[config.mk]
export PLATFORM = sky130hd
export DESIGN_NAME = branch_flag_ctrl
export DESIGN_NICKNAME = d
export VERILOG_FILES = /design/src/rtl/branch_pkg.sv /design/src/rtl/branch_cond_eval.sv /design/src/rtl/branch_flag_ctrl.sv
export SDC_FILE = /design/constraint.sdc
export NUM_CORES = 1
export LEC_CHECK = 0
export ABC_AREA = 0
export ABC_CLOCK_PERIOD_IN_PS = 2000
export CELL_PAD_IN_SITES_DETAIL_PLACEMENT = 0
export CELL_PAD_IN_SITES_GLOBAL_PLACEMENT = 2
export CORE_ASPECT_RATIO = 0.5
export CORE_MARGIN = 4
export CORE_UTILIZATION = 30
export DETAILED_ROUTE_END_ITERATION = 8
export PLACE_DENSITY_LB_ADDON = 0.08
export REMOVE_ABC_BUFFERS = 1
export SETUP_SLACK_MARGIN = 0.15
export SLEW_MARGIN = 20
export SYNTH_ARGS = -nofsm -noshare
export SYNTH_HDL_FRONTEND = slang
export SYNTH_SLANG_ARGS = --single-unit
[constraint.sdc]
create_clock -name clk -period 2 [get_ports clk]
set_clock_uncertainty 0.05 [all_clocks]
set_input_delay 0.4 -clock clk [delete_from_list [all_inputs] [get_ports clk]]
set_output_delay 0.4 -clock clk [all_outputs]
set_load 0.03 [all_outputs]
[src/rtl/branch_pkg.sv]
// branch_pkg: branch condition codes, FSM encoding and compare-flag constants
package branch_pkg;
  localparam logic [2:0] BR_ALWAYS = 3'd0;
  localparam logic [2:0] BR_LT = 3'd1;
  localparam logic [2:0] BR_GE = 3'd2;
  localparam logic [2:0] BR_EQ = 3'd3;
  localparam logic [2:0] BR_NE = 3'd4;
  localparam logic [15:0] FLAG_LT_MASK = 16'hFFFF;
  localparam logic [15:0] FLAG_GE_MASK = 16'h0000;
  typedef enum logic [1:0] {S_IDLE, S_WAIT, S_RESOLVE, S_FLUSH} state_t;
  function automatic logic flag_ok(input logic [15:0] m);
    return m == FLAG_LT_MASK || m == FLAG_GE_MASK;
  endfunction
endpackage

[src/rtl/branch_cond_eval.sv]
// branch_cond_eval: combinational branch decision from cond code and lt/eq flags
// Ports: cond (3-bit code), lt, eq in; taken out (reserved codes never taken).
module branch_cond_eval
  import branch_pkg::*;
(
  input  logic [2:0] cond,
  input  logic       lt,
  input  logic       eq,
  output logic       taken
);
  assign taken = (cond == BR_ALWAYS) | (cond == BR_LT & lt) | (cond == BR_GE & ~lt) |
                 (cond == BR_EQ & eq) | (cond == BR_NE & ~eq);
endmodule

[src/rtl/branch_flag_ctrl.sv]
// branch_flag_ctrl: resolves conditional branches from the ALU compare flag and owns the pc
// Ports: clk, rst_n (async active-low); stall; decode side br_valid/br_ready/br_cond/
// br_target/br_link; ALU side flag_valid/flag_mask/zero_flag; fetch side pc/flush;
// status taken/link_we/link_addr/busy/flag_err.
// Option BRANCH_FLAG_CHECK_EN: flags malformed masks and reserved conds on sticky flag_err.
module branch_flag_ctrl
  import branch_pkg::*;
#(
  parameter int PC_W = 16,
  parameter logic [PC_W-1:0] RESET_PC = 16'h0000,
  parameter int FLUSH_CYC = 2
) (
  input  logic            clk,
  input  logic            rst_n,
  input  logic            stall,
  input  logic            br_valid,
  output logic            br_ready,
  input  logic [2:0]      br_cond,
  input  logic [PC_W-1:0] br_target,
  input  logic            br_link,
  input  logic            flag_valid,
  input  logic [15:0]     flag_mask,
  input  logic            zero_flag,
  output logic [PC_W-1:0] pc,
  output logic            flush,
  output logic            taken,
  output logic            link_we,
  output logic [PC_W-1:0] link_addr,
  output logic            busy,
  output logic            flag_err
);
  state_t state, nxt;
  logic [2:0] cond, cnt;
  logic [PC_W-1:0] tgt, bpc;
  logic lnk, lt, eq, cond_taken, res_taken;
  branch_cond_eval u_eval (.cond(cond), .lt(lt), .eq(eq), .taken(cond_taken));
`ifdef BRANCH_FLAG_CHECK_EN
  logic bad, err;
  assign res_taken = cond_taken & ~bad;
  assign flag_err = err;
`else
  logic unused_mask;
  assign unused_mask = ^flag_mask[14:0];
  assign res_taken = cond_taken;
  assign flag_err = 1'b0;
`endif
  always_ff @(posedge clk or negedge rst_n)
    if (!rst_n) state <= S_IDLE;
    else state <= nxt;
  always_comb begin
    nxt = state;
    if (state == S_IDLE && br_valid) nxt = br_cond == BR_ALWAYS ? S_RESOLVE : S_WAIT;
    if (state == S_WAIT && flag_valid) nxt = S_RESOLVE;
    if (state == S_RESOLVE) nxt = res_taken ? S_FLUSH : S_IDLE;
    if (state == S_FLUSH && cnt == 3'd0) nxt = S_IDLE;
    br_ready = state == S_IDLE;
    busy = state != S_IDLE;
    flush = state == S_FLUSH;
    taken = state == S_RESOLVE && res_taken;
    link_we = taken && lnk;
    link_addr = state == S_RESOLVE ? bpc + PC_W'(1) : '0;
  end
  always_ff @(posedge clk or negedge rst_n)
    if (!rst_n) begin
      pc <= RESET_PC;
      bpc <= '0;
      tgt <= '0;
      cond <= '0;
      lnk <= 1'b0;
      lt <= 1'b0;
      eq <= 1'b0;
      cnt <= '0;
`ifdef BRANCH_FLAG_CHECK_EN
      bad <= 1'b0;
      err <= 1'b0;
`endif
    end else begin
      if (state == S_IDLE) begin
        if (br_valid) begin
          cond <= br_cond;
          tgt <= br_target;
          lnk <= br_link;
          bpc <= pc;
`ifdef BRANCH_FLAG_CHECK_EN
          bad <= 1'b0;
          err <= err | (br_cond > BR_NE);
`endif
        end else if (!stall) pc <= pc + PC_W'(1);
      end
      if (state == S_WAIT && flag_valid) begin
        lt <= flag_mask[15];
        eq <= zero_flag;
`ifdef BRANCH_FLAG_CHECK_EN
        bad <= !flag_ok(flag_mask);
        err <= err | !flag_ok(flag_mask);
`endif
      end
      if (state == S_RESOLVE) begin
        pc <= res_taken ? tgt : bpc + PC_W'(1);
        cnt <= 3'(FLUSH_CYC - 1);
      end
      if (state == S_FLUSH) cnt <= cnt - 3'd1;
    end
endmodule

==> summary.md <==
| Metric | Value |
|---|---|
| Core box area | 10,340 µm² |
| Area contributors post-synth | dfrtp_1 (46%), mux2_2 (12%), xnor2_1 (4.6%) |
| Post-synth EDFFs | 0 |
| CTS Buf Count | 9 |
| Final HPWL DP | 6966 µm |
| Power share of the sequential group | 0.251 |
| Clock slew at reported path FFs | 0.06 ns |
| Cells after synthesis | 328 |
| Post-route setup TNS | -2.030 ns |
| Run status | finished, violations left |
| CP Max Fanout | 4 |
| Asr flop ratio synth | 1.000 |
| Final wirelength | 10,550 µm |
| Die Y | 81.44 µm |
| RSZ-0062 raised after global routing | yes |
| Hold WC Path Type | input port to asynchronous set/reset pin |
| PD cells | 1691 nW/µm² |
| Final core utilization | 0.5362 |
| Wire per inst | 16.99 µm |
| Remaining DRCs | 0 |
| Failing checks | setup timing |
| Boundary Pins | 80 |
| Yosys top cell area share | 0.4563 |
| Nets | 522 |
| Total GRT Usage | 0.1717 |
| Post-synth cell types | 49 |
| Die width | 154.9 µm |
| Antenna cells | 0 |
| Via count | 3,090 |
| Global-route wire length before repair | 16,780 µm |
| P_int | 5.614 mW |
| CP Class | flip-flop to primary output |
| WHS | 0.003739 ns |
| Mapped cell area | 3236 µm² |
| Ys flop type | dfrtp_1 |
| # setup viols final | 15 |
| Switch Pwr | 3.768 mW |
| Leading area contributor after synthesis | dfrtp_1 |
| Via-to-Cell Ratio | 4.976 |
| CP startpoint | bpc[0] |
| I/O Buffers | 63 |
| CTS tree | yes |
| Slew Viols, Final | 0 |
| WP data arrival | 1.75 ns |
| Setup crit start kind | flip-flop |
| Maxcap violations | 0 |
| ANT nets after route | 0 |
| Most frequent cells in the layout | buf_4 (70), dfrtp_1 (54), buf_6 (35) |
| Combinational fraction of design power | 0.558 |
| Initial antenna violation count | 0 |
| CP endpoint kind | primary output |
| DP Worst Slack | -0.4436 ns |
| Switching Share | 0.4016 |
| Clk Latency, worst-skew pair | 0.33 ns |
| Initial Util | 0.3128 |
| Power Total | 9.382 mW |
| Syn avg cell area | 9.865 µm² |
| Min Tclk post-route | 2.201 ns |
| Yosys reg bits | 59 |
| H-Tree Level Count | 3 |
| Layout cells sized above 1 | 0.4740 |
| Largest net degree at the start of global routing | 60 |
| Sequential area share after synthesis | 0.4563 |
| CP Data Required Time | 1.55 ns |
| Synth-to-layout area growth | 71.42% |
| Drt pass-1 iters | 5 |
| Cts hold-fix bufs | 0 |
| Clock root cell | clkbuf_16 |
| Max Freq | 454.3 MHz |
| Vias in the first global route | 3,252 |
| Static Leak | 2.429 nW |
| Leading cell type in the layout, fill and taps excluded | buf_4 |
| Die area | 12,610 µm² |
| Drt first-iter violations | 96 |
| Gr ovfl total | 0 |
| GPL Wtd Cong | 0.7706 |
| Tcrit/Tclk final | 1.101 |
| Clock sinks | 59 |
| Row count | 26 |
| Reg2reg start | bpc[1] |
| Yosys warnings | 0 |
| Longest Clk Path Bufs | 2 |
| Clock Power Share | 0.191 |
| Final Hold Viols | 0 |
| Setup slack after layout | -0.2013 ns |
| VDD IR max | 0.5623 mV |
-- per-stage QoR --
step,area [µm²],instances
after CTS,5244,611
after detailed placement,4285,560
final,5547,621
after global placement,4285,560
after global routing,5547,621
after floorplan,3152,312
-- critical path, stage by stage, from the launching register on --
cell	delay, ns
dfrtp_2	0.44
ha_4	0.19
buf_6	0.11
and3_4	0.15
and3_4	0.15
xnor2_2	0.13
nor2_1	0.09
buf_4	0.17
-- flip-flops by register name (all words and copies together) (netlist names) --
register and flops:
lt 1, state 2, tgt 16, cnt 3
lnk 1, pc 16, cond 3, bpc 16
eq 1
-- per-layer routing --
layer	up-vias	track usage	share of wire
met5	-	0	0
met4	0	0.03965	0.0056
met3	9	0.04368	0.045
met2	71	0.2706	0.46
met1	1541	0.2398	0.49
li1	1469	-	-
-- worst paths after layout --
kind                                      to  slack (ns)  cells after the start
worst max-delay path            link_addr[6]       -0.20                      7
worst min-delay path                  tgt[3]       0.004                      2
worst max register to register         pc[9]       -0.05                     13
worst min register to register        cnt[0]        0.45                      1
max in group asynchronous              pc[7]        1.56                      2
min in group clk                      cnt[0]        0.45                      1
-- kinds of logic after synthesis --
kind of cell / share of synthesized area
other cells: 0.001159
flops: 0.4563
compound gates: 0.1431
simple gates: 0.1721
xor+xnor: 0.05143
fa+ha+maj: 0.01547
mux: 0.1183
buf+inv: 0.04215
-- cells in the mapped netlist (6+ instances only) --
cell type / instances
dfrtp_1: 59
nand2_1: 27
clkbuf_1: 6
o21ai_0: 12
nor3_1: 11
a31oi_1: 6
a21oi_1: 17
mux2_2: 34
o22ai_1: 6
nand3_1: 8
inv_1: 14
nor2_1: 32
buf_2: 7
xnor2_1: 17
nand4_1: 7
nor4_1: 8
-- timing repair --
action,CTS,global route
gates resized for setup,101,47
endpoints found under the setup margin,44,39
pin swaps,32,32
buffers inserted,35,10
-- power groups by stage --
stage | logic, mW | clock network (mW) | registers [mW]
final | 5.23 | 1.80 | 2.35
after global routing | 5.64 | 1.88 | 2.43
after CTS | 4.80 | 1.83 | 2.32
after detailed placement | 3.94 | 0 | 2.30
after global placement | 3.90 | 0 | 2.28
after floorplan | 2.03 | 0 | 2.48
-- cell type report --
class                           count  area, µm²
Fill cell                         938       4798
Tap cell                          140      175.2
Multi-Input combinational cell    239       2069
Clock buffer                       11      242.7
Clock inverter                      5      100.1
Inverter                           14      55.05
Sequential cell                    59       1483
Timing Repair Buffer              153       1421
No activity file was read; power rests on OpenSTA's default activity.
